File: src/rtl/pinwheel_pkg.sv
// Shared widths, state encoding and address helpers for the pinwheel regfile port.
package pinwheel_pkg;

    localparam int REGFILE_ADDR_W = 8;
    localparam int REGFILE_DATA_W = 32;
    localparam int REG_IDX_W      = 5;

    typedef enum logic {
        CLEAR = 1'b0,
        RUN   = 1'b1
    } regport_state_t;

    // Register index 0 of every hart is hard-wired to zero.
    function automatic logic is_reg_zero(input logic [REGFILE_ADDR_W-1:0] addr);
        return addr[REG_IDX_W-1:0] == '0;
    endfunction

endpackage

File: src/rtl/pinwheel_regfile_port.sv
// Operand-read / writeback port in front of an external 256x32 multi-hart regfile:
// post-reset clearing, x0 masking and one-cycle write-to-read bypass.
//
// state | meaning
// CLEAR | sweep all 256 entries to zero, upstream held off (ready=0)
// RUN   | forward reads/writes, bypass same-cycle writeback into operands
module pinwheel_regfile_port
    import pinwheel_pkg::*;
#(
    parameter bit CLEAR_ON_RESET = 1'b1
) (
    input  logic                      clk,
    input  logic                      rst_n,
    input  logic                      rs_valid,
    input  logic [REGFILE_ADDR_W-1:0] rs1_addr,
    input  logic [REGFILE_ADDR_W-1:0] rs2_addr,
    input  logic                      wb_valid,
    input  logic [REGFILE_ADDR_W-1:0] wb_addr,
    input  logic [REGFILE_DATA_W-1:0] wb_data,
    output logic [REGFILE_ADDR_W-1:0] rf_raddr0,
    output logic [REGFILE_ADDR_W-1:0] rf_raddr1,
    input  logic [REGFILE_DATA_W-1:0] rf_rdata0,
    input  logic [REGFILE_DATA_W-1:0] rf_rdata1,
    output logic [REGFILE_ADDR_W-1:0] rf_waddr,
    output logic [REGFILE_DATA_W-1:0] rf_wdata,
    output logic                      rf_wren,
    output logic [REGFILE_DATA_W-1:0] rs1_data,
    output logic [REGFILE_DATA_W-1:0] rs2_data,
    output logic                      rs_data_valid,
    output logic                      ready
);

    localparam regport_state_t RESET_STATE = CLEAR_ON_RESET ? CLEAR : RUN;
    localparam logic [REGFILE_ADDR_W-1:0] CNT_LAST = '1;

    regport_state_t state_q, state_d;
    logic [REGFILE_ADDR_W-1:0] clr_cnt_q;

    logic                      rd_pend_q;
    logic                      rs1_zero_q, rs2_zero_q;
    logic                      rs1_hit_q, rs2_hit_q;
    logic [REGFILE_DATA_W-1:0] byp_data_q;
    logic [REGFILE_DATA_W-1:0] rs1_hold_q, rs2_hold_q;
    logic [REGFILE_DATA_W-1:0] rs1_sel, rs2_sel;

    always_comb begin
        state_d   = state_q;
        ready     = 1'b0;
        rf_wren   = 1'b0;
        rf_waddr  = wb_addr;
        rf_wdata  = wb_data;
        rf_raddr0 = rs1_addr;
        rf_raddr1 = rs2_addr;
        case (state_q)
            CLEAR: begin
                rf_wren  = 1'b1;
                rf_waddr = clr_cnt_q;
                rf_wdata = '0;
                if (clr_cnt_q == CNT_LAST) begin
                    state_d = RUN;
                end
            end
            RUN: begin
                ready   = 1'b1;
                rf_wren = wb_valid && !is_reg_zero(wb_addr);
            end
        endcase
    end

    always_ff @(posedge clk or negedge rst_n) begin
        if (!rst_n) begin
            state_q   <= RESET_STATE;
            clr_cnt_q <= '0;
        end else begin
            state_q <= state_d;
            if (state_q == CLEAR && clr_cnt_q != CNT_LAST) begin
                clr_cnt_q <= clr_cnt_q + REGFILE_ADDR_W'(1);
            end
        end
    end

    // Regfile is read-before-write, so a same-cycle writeback must be forwarded here.
    always_ff @(posedge clk or negedge rst_n) begin
        if (!rst_n) begin
            rd_pend_q  <= 1'b0;
            rs1_zero_q <= 1'b0;
            rs2_zero_q <= 1'b0;
            rs1_hit_q  <= 1'b0;
            rs2_hit_q  <= 1'b0;
            byp_data_q <= '0;
        end else begin
            rd_pend_q  <= rs_valid && (state_q == RUN);
            rs1_zero_q <= is_reg_zero(rs1_addr);
            rs2_zero_q <= is_reg_zero(rs2_addr);
            rs1_hit_q  <= (state_q == RUN) && rf_wren && (rf_waddr == rs1_addr);
            rs2_hit_q  <= (state_q == RUN) && rf_wren && (rf_waddr == rs2_addr);
            byp_data_q <= wb_data;
        end
    end

    always_comb begin
        rs1_sel = rf_rdata0;
        rs2_sel = rf_rdata1;
        if (rs1_zero_q) begin
            rs1_sel = '0;
        end else if (rs1_hit_q) begin
            rs1_sel = byp_data_q;
        end
        if (rs2_zero_q) begin
            rs2_sel = '0;
        end else if (rs2_hit_q) begin
            rs2_sel = byp_data_q;
        end
    end

    always_ff @(posedge clk or negedge rst_n) begin
        if (!rst_n) begin
            rs1_hold_q <= '0;
            rs2_hold_q <= '0;
        end else if (rd_pend_q) begin
            rs1_hold_q <= rs1_sel;
            rs2_hold_q <= rs2_sel;
        end
    end

    assign rs_data_valid = rd_pend_q;
    assign rs1_data      = rd_pend_q ? rs1_sel : rs1_hold_q;
    assign rs2_data      = rd_pend_q ? rs2_sel : rs2_hold_q;

endmodule

File: config.mk
export PLATFORM = sky130hd
export DESIGN_NAME = pinwheel_regfile_port
export DESIGN_NICKNAME = d
export VERILOG_FILES = /design/src/rtl/pinwheel_pkg.sv /design/src/rtl/pinwheel_regfile_port.sv
export SDC_FILE = /design/constraint.sdc
export NUM_CORES = 1
export LEC_CHECK = 0
export CAP_MARGIN = 20
export CORE_MARGIN = 2
export CORE_UTILIZATION = 41
export DETAILED_ROUTE_END_ITERATION = 8
export GPL_ROUTABILITY_DRIVEN = 0
export PLACE_DENSITY = 0.84
export SETUP_SLACK_MARGIN = 0.05
export SYNTH_ARGS = -nofsm -noshare
export SYNTH_HDL_FRONTEND = slang
export SYNTH_SLANG_ARGS = --single-unit
export TNS_END_PERCENT = 50
File: constraint.sdc
create_clock -name clk -period 2.6 [get_ports clk]
set_clock_uncertainty 0.2 [all_clocks]
set_input_delay 0.78 -clock clk [delete_from_list [all_inputs] [get_ports clk]]
set_output_delay 0.78 -clock clk [all_outputs]
set_load 0.01 [all_outputs]
### Word level (Yosys, flattened, before mapping)

Cells that the tools add are included.

* register bits: 110
* bits of input ports: 124
* output and inout port bits: 123
* word-level logic and storage cells: 38

* add/subtract/negate cells: 1
* equality and inequality tests: 4
* multiplexer cells: 12
* bitwise logic cells: 1
* reductions and logical operators: 10

Operator list (number)
* $mux 32: 7
* $eq 8x8->1: 2
* $logic_not 5->1: 3
* $add 8x1->8 const B: 1
* $eq 8x8->1 const B: 1
* $mux 8: 1
* $ne 8x8->1 const B: 1
* $logic_and 1x1->1: 6
* $mux 1: 3
* $pmux 1 s2: 1
* $logic_not 1->1: 1
* $not 1->1: 1

### Logic depth before layout (Yosys ltp)

Gate-level depths: netlist (run 1).

* depth after elaboration: 6
* mapped depth: 6
* depth with buffers taken out: 5

### Worst setup path before layout (run 1)

No wires, ideal clock.

* kind: in2out
* start point: input wb_addr[3]
* end point: output rf_wren
* arrival time: 1.526 ns
* required time: 1.620 ns
* path slack: 0.094 ns
* stages: 3
* buffers on the path: 0
* path through: or4_1 -> o21ai_1 -> nand2_1

* cells in the longest elaborated chain, start to end: 4

Ends and longest elaborated chain
* from (decl): line pinwheel_regfile_port.sv:18 `input logic [REGFILE_ADDR_W-1:0] wb_addr,`
* $logic_not 5->1: line pinwheel_pkg.sv:15 `return addr[REG_IDX_W-1:0] == '0;`
* $logic_not 1->1: line pinwheel_regfile_port.sv:65 `rf_wren = wb_valid && !is_reg_zero(wb_addr);`
* $logic_and 1x1->1: line pinwheel_regfile_port.sv:65
* $pmux 1 s2: line pinwheel_regfile_port.sv:54 `case (state_q)`
* to (decl): line pinwheel_regfile_port.sv:26 `output logic rf_wren,`

Every way passes these cells.

### Worst setup path after layout (run 1)

* start point: input wb_addr[1]
* end point: output rf_wren

The elaborated chain is that of the path after synthesis.

==> impl_metrics.toml, run 1 <==
[setup_path]
critical_path_class = "in -> out"
cp-start-kind = "input port"
rr_startpoint = "state_q"
cp-end-kind = "output port"
cp_max_fo = 2
cp.required_ns = 1.62
cp.arrival_ns = 1.75
crit_start = "wb_addr[1]"

[timing]
slew_viol_final = 0
fin_crit_ns = 2.73
hold_ws_ns = 0.147
fin_ws_ns = -0.130
fmax_mhz = 366
finalHoldViolations = 0
rsz0062_at_grt = "true"
worstMarginPinSlew_ns = 0.379
min_period_over_period = 1.05
setup_violations = 1
relSlewSlack = 0.748

[power]
powerDensity_nw_per_um2 = 414
ir_drop_uv = 384
cellLeakagePower_uw = 0.00420
total_power_uw = 3580

[yosys]
synth_area_leaders = "dfrtp_1, mux2i_1, o22ai_1"
ys_seq_elements = 110
postSynthNetCount = 573
yosysWarnings = 0
yosysSeqAreaShare = 0.545
yosys.area.top_type_share = 0.545
ys_types = 31
syn_area_per_cell_um2 = 11.3
synth_largest_area_cell = "dfrtp_1"
syn-instance-count = 448
netlist_area_um2 = 5050

[final_layout]
fillers = 859
diodes = 0
final_common_cell = "buf_4"
layout_common_cells = "buf_4, dfrtp_1, buf_2, dlygate4sd2_1, inv_1"
fin_cells = 947
area_delta_synth_final_pct = 71.2
final_util = 0.719
drive_above_1_share = 0.388
fin_area_um2 = 8640
num-nets-final = 920

[status]
status = "finished with violations"
failed_checks = "negative setup slack"

[global_route]
grt.overflow.total = 0
grt.total_usage = 0.250
grt_pass1_vias = 5044
grt_max_degree = 48
grt_pass1_wl_mm = 25.4
antenna_found_initial = 0

[route]
avgRoutedWirePerCell_um = 18.2
drt_iter0_drc = 211
vias = 4704
route.detailed.drc = 0
drt_wl_total_mm = 17.2
via_per_inst = 4.97
drt.antenna.violating_nets = 0
first_pass_iters = 4

[die]
start_util = 0.420
die_area_um2 = 13200
die_x_um = 115
pin_count = 247
core_area_um2 = 12000
num_rows = 40
die_h_um = 115

[cts]
htreeDepth = 3
cts-root-buf = "clkbuf_16"
clk_latency_ns = 0.35
clock_path_buffers = 2
cts.sinks = 110
tritoncts = "yes"
cts_buffers = 9
path_clk_slew_ns = 0.07

[placed_design]
dp_hpwl_mm = 11.5
io_buffers = 246
post-place-cells = 874
place_area_um2 = 8130

[flow_run]
max_cap_viol_count = 0

[min_path]
worstHoldPathType = "in -> async"
-- stage by stage --
stage	worst slack, ns	setup TNS [ns]
3_5_place_dp	-0.853	-44.90
3_3_place_gp	-0.845	-42.89
6_report	-0.130	-0.130
2_1_floorplan	0.0935	0
5_1_grt	-0.170	-0.231
4_1_cts	-0.191	-0.472
-- layer usage --
| layer | up-vias | wire length, um | track usage |
|---|---|---|---|
| met3 | 28 | 979 | 0.0611 |
| met5 | - | 0 | 0 |
| met2 | 179 | 9120 | 0.453 |
| met4 | 0 | 360 | 0.0996 |
| li1 | 2173 | - | - |
| met1 | 2324 | 6730 | 0.282 |
-- area by class of cell --
cell class / count / area (um2) / share of cell area
Sequential cell: 110 / 2760 / 0.319
Tap cell: 147 / 184 / 0.0213
Clock inverter: 5 / 81.3 / 0.00941
Inverter: 74 / 278 / 0.0321
Timing Repair Buffer: 378 / 3040 / 0.352
Clock buffer: 11 / 243 / 0.0281
Multi-Input combinational cell: 222 / 2060 / 0.238
-- worst paths after layout --
check,endpoint,slack [ns],cells after the start
setup / recovery,rf_wren,-0.13,5
hold / removal,rs2_hold_q[8],0.15,1
setup reg to reg,rs2_hit_q,0.29,11
hold reg to reg,rs2_hold_q[24],0.33,2
max in group asynchronous,byp_data_q[14],1.47,2
min in group clk,rs2_hold_q[24],0.33,2
-- sequential cells by signal, summed over array words and instances (netlist names) --
name           flops
rs2_hold_q        32
rs2_hit_q          1
rs_data_valid      1
rs1_hold_q        32
rs2_zero_q         1
clr_cnt_q          8
rs1_zero_q         1
state_q            1
rs1_hit_q          1
byp_data_q        32
-- logic make-up after synthesis --
| family | synth area share |
|---|---|
| DFF | 0.545 |
| buffers and inverters | 0.103 |
| AOI/OAI and AO/OA | 0.0887 |
| muxes | 0.151 |
| and+or+nand+nor | 0.0716 |
| adders and majority gates | 0.00248 |
| xor gates and xnor gates | 0.0382 |
-- power breakdown --
group | switching (uW) | internal [uW]
Sequential | 17.6 | 1740
Combinational | 131 | 204
Clock | 621 | 874
-- critical path, cell delays in order --
cell     delay, ns
buf_6         0.09
or4_4         0.52
o21ai_2       0.15
nand2_1       0.06
buf_2         0.14
-- cell usage after synthesis --
master and n:
xnor2_1 5, mux2i_4 1, nand2b_1 2, mux2i_1 66, or4_1 3, and3_4 1, and2_1 34, nor2_1 2
or2_2 1, mux2i_2 5, a31oi_1 1, and3_1 2, nand4_1 5, a41oi_4 1, a41oi_1 1, ha_1 1
buf_6 2, xor2_1 17, buf_4 16, nor3_2 2, clkbuf_1 13, mux2_1 1, dfrtp_1 110, nand2_1 5
inv_1 73, o22ai_1 64, nor2b_1 1, inv_2 1, buf_1 5, buf_2 6, o21ai_1 1
-- timing repair --
action                                  4_1_cts  5_1_grt
hold buffers                                  0        0
endpoints found under the setup margin      123       44
pin swaps                                    58       26
setup buffers                                46        9
resized for setup                           515       57
gates cloned                                  0        2
Power figures use the tool's default switching activity.
==> run 2: changes to the inputs <==
- RECOVER_POWER: default -> 50
- SLEW_MARGIN: default -> 5
==> run 2 against run 1 <==
Net effect: the flow finishes with violations (max-capacitance violations, max-slew violations, negative setup slack); die area is the same; final cell count stayed put; sequential cell count unchanged; critical path type unchanged.
==> impl_metrics.toml, run 2 (synthesized netlist as in run 1, its figures left out) <==
[final_layout]
area_delta_synth_final_pct = 70.1
num-nets-final = 920
layout_common_cells = "buf_4, dfrtp_1, buf_2, dlygate4sd2_1, inv_1"
final_common_cell = "buf_4"
final_util = 0.715
top_regs = "byp_data_q x32, rs1_hold_q x32, rs2_hold_q x32"
diodes = 0
drive_above_1_share = 0.378
fin_area_um2 = 8590

[timing]
finalHoldViolations = 0
slew_viol_final = 25
fin_crit_ns = 2.73
rsz0062_at_grt = "true"
worstMarginPinSlew_ns = 1.51
relSlewSlack = -0.00405
fin_ws_ns = -0.129
fmax_mhz = 366
setup_violations = 35
min_period_over_period = 1.05

[cts]
clock_path_buffers = 2
tritoncts = "yes"
clk_latency_ns = 0.35
path_clk_slew_ns = 0.07
htreeDepth = 3
cts-root-buf = "clkbuf_16"
cts.sinks = 110
cts_buffers = 9

[route]
first_pass_iters = 5
via_per_inst = 4.97
drt_iter0_drc = 185
drt.antenna.violating_nets = 0
vias = 4706
route.detailed.drc = 0
drt_wl_total_mm = 17.2
avgRoutedWirePerCell_um = 18.1

[setup_path]
cp.required_ns = 1.62
rr_startpoint = "state_q"
crit_chain = "buf_6, or4_4, o21ai_2, nand2_1, buf_2"
cp.arrival_ns = 1.75
critical_path_class = "in -> out"
crit_slowest_cell = "or4_4"
crit_path_max_incr_delay_ns = 0.52
cp_max_fo = 2
cp-start-kind = "input port"
rrSetupSlack_ns = 0.29
reg2reg_to = "rs2_hit_q"
cp-end-kind = "output port"
ff2ff_path_depth = 11

[min_path]
holdPathEnd = "rs2_hold_q[24]"
hold_start = "rs2_hold_q[24]"
holdPathStages = 2
worstHoldPathType = "reg -> reg"

[global_route]
grt.total_usage = 0.250
grt_pass1_wl_mm = 25.4
grt_max_degree = 48
antenna_found_initial = 0
grt_pass1_vias = 5044
grt.overflow.total = 0

[placed_design]
place_area_um2 = 8130
io_buffers = 246
dp_hpwl_mm = 11.5
place_ws_ns = -0.853

[power]
ir_drop_uv = 380
powerDensity_nw_per_um2 = 415
cellLeakagePower_uw = 0.00418

[die]
die_area_um2 = 13200
num_rows = 40
start_util = 0.420
core_area_um2 = 12000
die_h_um = 115
die_x_um = 115
pin_count = 247

[flow_run]
max_cap_viol_count = 1

[status]
failed_checks = "max-capacitance violations, max-slew violations, negative setup slack"
status = "finished with violations"
## run 2: metal layers
layer	share of wire	wire, um	global-route usage	vias to the layer above
met5	0	0	0	-
met2	0.53	9090	0.453	184
met1	0.39	6720	0.282	2315
met3	0.057	983	0.0611	32
li1	-	-	-	2175
met4	0.023	388	0.0996	0
## run 2: worst max-delay path: cells and delay by family
family                 cells  cell delay (ns)
and+or+nand+nor            2             0.58
AOI/OAI and AO/OA          1             0.15
buffers and inverters      2             0.23
## run 2: layout make-up
cell class                      count  area (um2)
Fill cell                         870        3420
Timing Repair Buffer              378        3020
Sequential cell                   110        2760
Multi-Input combinational cell    222        2020
Inverter                           74         278
Clock buffer                       11         243
Tap cell                          147         184
Clock inverter                      5        81.3
## run 2: power by group
part	switching (uW)	internal, uW
Clock	615	873
Combinational	129	191
Sequential	16.9	1740
## run 2: per-stage QoR
stage | total power, uW | TNS, ns | cells | hold WS (ns)
2_1_floorplan | 1850 | 0 | 448 | 0.271
4_1_cts | 3590 | -0.472 | 936 | 0.149
3_3_place_gp | 2130 | -42.89 | 874 | 0.308
6_report | 3560 | -0.615 | 947 | 0.326
5_1_grt | 3670 | -7.36 | 947 | 0.356
3_5_place_dp | 2150 | -44.90 | 874 | 0.320
## run 2: worst max-delay path by stage
stage / from / endpoint / slack, ns / depth (start not counted)
2_1_floorplan: wb_addr[3] / rf_wren / 0.09 / 3
3_3_place_gp: wb_addr[3] / rf_wren / -0.85 / 5
3_5_place_dp: wb_addr[2] / rf_wren / -0.85 / 5
4_1_cts: wb_addr[3] / rf_wren / -0.19 / 5
5_1_grt: wb_addr[1] / rf_wren / -0.17 / 5
6_report: wb_addr[1] / rf_wren / -0.13 / 5
## run 2: repair_timing
action / 4_1_cts / 5_1_grt
gates cloned: 0 / 2
pin swaps: 58 / 26
setup buffers: 46 / 9
hold buffers: 0 / 0
gates resized for setup: 515 / 57
setup endpoints to repair: 123 / 44
==> run 3: changes to the inputs <==
- CAP_MARGIN: 20 -> default
- CORE_MARGIN: 2 -> 1.5
==> run 3 against run 2 <==
Net effect: the flow finishes with violations (max-slew violations, negative setup slack); non-clock buffer count rose by 20; wire length rose by 1.3%; worst hold slack improved by 0.0032 ns; critical path depth did not move; sequential power barely moved; combinational power rose by 1%; sequential share of layout area fell by 0.76 points; critical path type unchanged; critical endpoint unchanged.
==> impl_metrics.toml, run 3 (synthesized netlist as in run 1, its figures left out) <==
[status]
status = "finished with violations"
failed_checks = "max-slew violations, negative setup slack"

[route]
vias = 4810
drt_wl_total_mm = 17.4
first_pass_iters = 4
route.detailed.drc = 0
avgRoutedWirePerCell_um = 18.0
drt_iter0_drc = 231
drt.antenna.violating_nets = 0
via_per_inst = 4.96

[cts]
cts.sinks = 110
clock_path_buffers = 2
ctsHoldBuffers = 0
cts_buffers = 9
clk_latency_ns = 0.35
path_clk_slew_ns = 0.07
cts-root-buf = "clkbuf_16"
htreeDepth = 3
tritoncts = "yes"

[final_layout]
drive_above_1_share = 0.398
top_regs = "byp_data_q x32, rs1_hold_q x32, rs2_hold_q x32"
layout_common_cells = "buf_4, dfrtp_1, buf_2, dlygate4sd2_1, inv_1"
area_delta_synth_final_pct = 74.3
num-nets-final = 940
final_common_cell = "buf_4"
fin_area_um2 = 8800
fillers = 840

[power]
power_frac_comb = 0.090
power.share.clock = 0.422
power.share.switching = 0.219
switchingPower_uw = 786
p_int_uw = 2810
total_power_uw = 3590
seqPwrFrac = 0.488
cellLeakagePower_uw = 0.00430
powerDensity_nw_per_um2 = 409
ir_drop_uv = 391

[die]
pin_count = 247
core_area_um2 = 12000
die_area_um2 = 13000
num_rows = 40
start_util = 0.420
die_x_um = 114
die_h_um = 114

[setup_path]
cp.required_ns = 1.62
rr_startpoint = "rs1_hit_q"
cp_max_fo = 2
ff2ff_path_depth = 14
cp-start-kind = "input port"
cp.arrival_ns = 1.75
rrSetupSlack_ns = 0.10
cp-end-kind = "output port"
critical_path_class = "in -> out"
reg2reg_to = "rs1_hold_q[28]"

[global_route]
grt.total_usage = 0.261
grt.overflow.total = 0
grt_pass1_wl_mm = 26.0
grt_pass1_vias = 5150
grt_max_degree = 111
antenna_found_initial = 2

[timing]
slew_viol_final = 73
worstMarginPinSlew_ns = 1.52
min_period_over_period = 1.05
finalHoldViolations = 0
rsz0062_at_grt = "true"
fmax_mhz = 366
relSlewSlack = -0.0155
fin_crit_ns = 2.73
setup_violations = 20
fin_ws_ns = -0.129

[min_path]
worstHoldPathType = "reg -> reg"
holdPathStages = 2
hold_start = "rs1_hold_q[25]"
holdPathEnd = "rs1_hold_q[25]"

[placed_design]
io_buffers = 246
place_area_um2 = 8140
dp_hpwl_mm = 11.5

[flow_run]
max_cap_viol_count = 0
run 3: routing by layer:
| metal | routed length, um | up-vias | track usage |
|---|---|---|---|
| met5 | 0 | - | 0 |
| met4 | 522 | 0 | 0.109 |
| met3 | 1110 | 38 | 0.0744 |
| met2 | 9090 | 204 | 0.471 |
| met1 | 6680 | 2340 | 0.287 |
| li1 | - | 2228 | - |
run 3: layout make-up:
cell class                      count  area [um2]  area share
Sequential cell                   110        2760       0.313
Multi-Input combinational cell    222        2010       0.228
Inverter                           74         278      0.0316
Clock inverter                      6        90.1      0.0102
Clock buffer                       10         239      0.0272
Antenna cell                        2        5.00    0.000569
Timing Repair Buffer              398        3240       0.368
Tap cell                          147         184      0.0209
run 3: power groups by stage:
| stage | combinational (uW) | clock (uW) | sequential, uW |
|---|---|---|---|
| 2_1_floorplan | 69.7 | 0 | 1780 |
| 3_3_place_gp | 358 | 0 | 1780 |
| 3_5_place_dp | 365 | 0 | 1780 |
| 4_1_cts | 324 | 1530 | 1750 |
| 5_1_grt | 348 | 1600 | 1760 |
| 6_report | 324 | 1520 | 1750 |
run 3: worst max-delay path by stage:
stage	startpoint	endpoint	slack [ns]	cells after the start
final	wb_addr[0]	rf_wren	-0.13	5
after global routing	wb_addr[0]	rf_wren	-0.16	5
after CTS	wb_addr[1]	rf_wren	-0.20	5
after detailed placement	wb_addr[3]	rf_wren	-0.85	5
after global placement	wb_addr[3]	rf_wren	-0.84	5
after floorplan	wb_addr[3]	rf_wren	0.09	3
run 3: repair_timing:
item	in CTS	in global routing
pin swaps	47	28
endpoints found under the hold margin	0	0
cloned	0	4
setup endpoints to repair	121	58
setup buffers	57	12
gates resized for setup	508	61
run 3: through the flow:
stage | TNS [ns] | instances | util | setup slack [ns] | hold slack (ns)
2_1_floorplan | 0 | 448 | - | 0.0935 | 0.271
3_3_place_gp | -42.91 | 878 | 0.678 | -0.836 | 0.302
3_5_place_dp | -45.08 | 878 | 0.678 | -0.849 | 0.316
4_1_cts | -0.680 | 951 | 0.701 | -0.204 | 0.325
5_1_grt | -2.22 | 969 | 0.732 | -0.161 | 0.349
6_report | -0.404 | 969 | 0.732 | -0.129 | 0.330
run 3: critical path, stage by stage:
cell     delay, ns
buf_6         0.09
or4_4         0.52
o21ai_2       0.15
nand2_1       0.06
buf_2         0.14
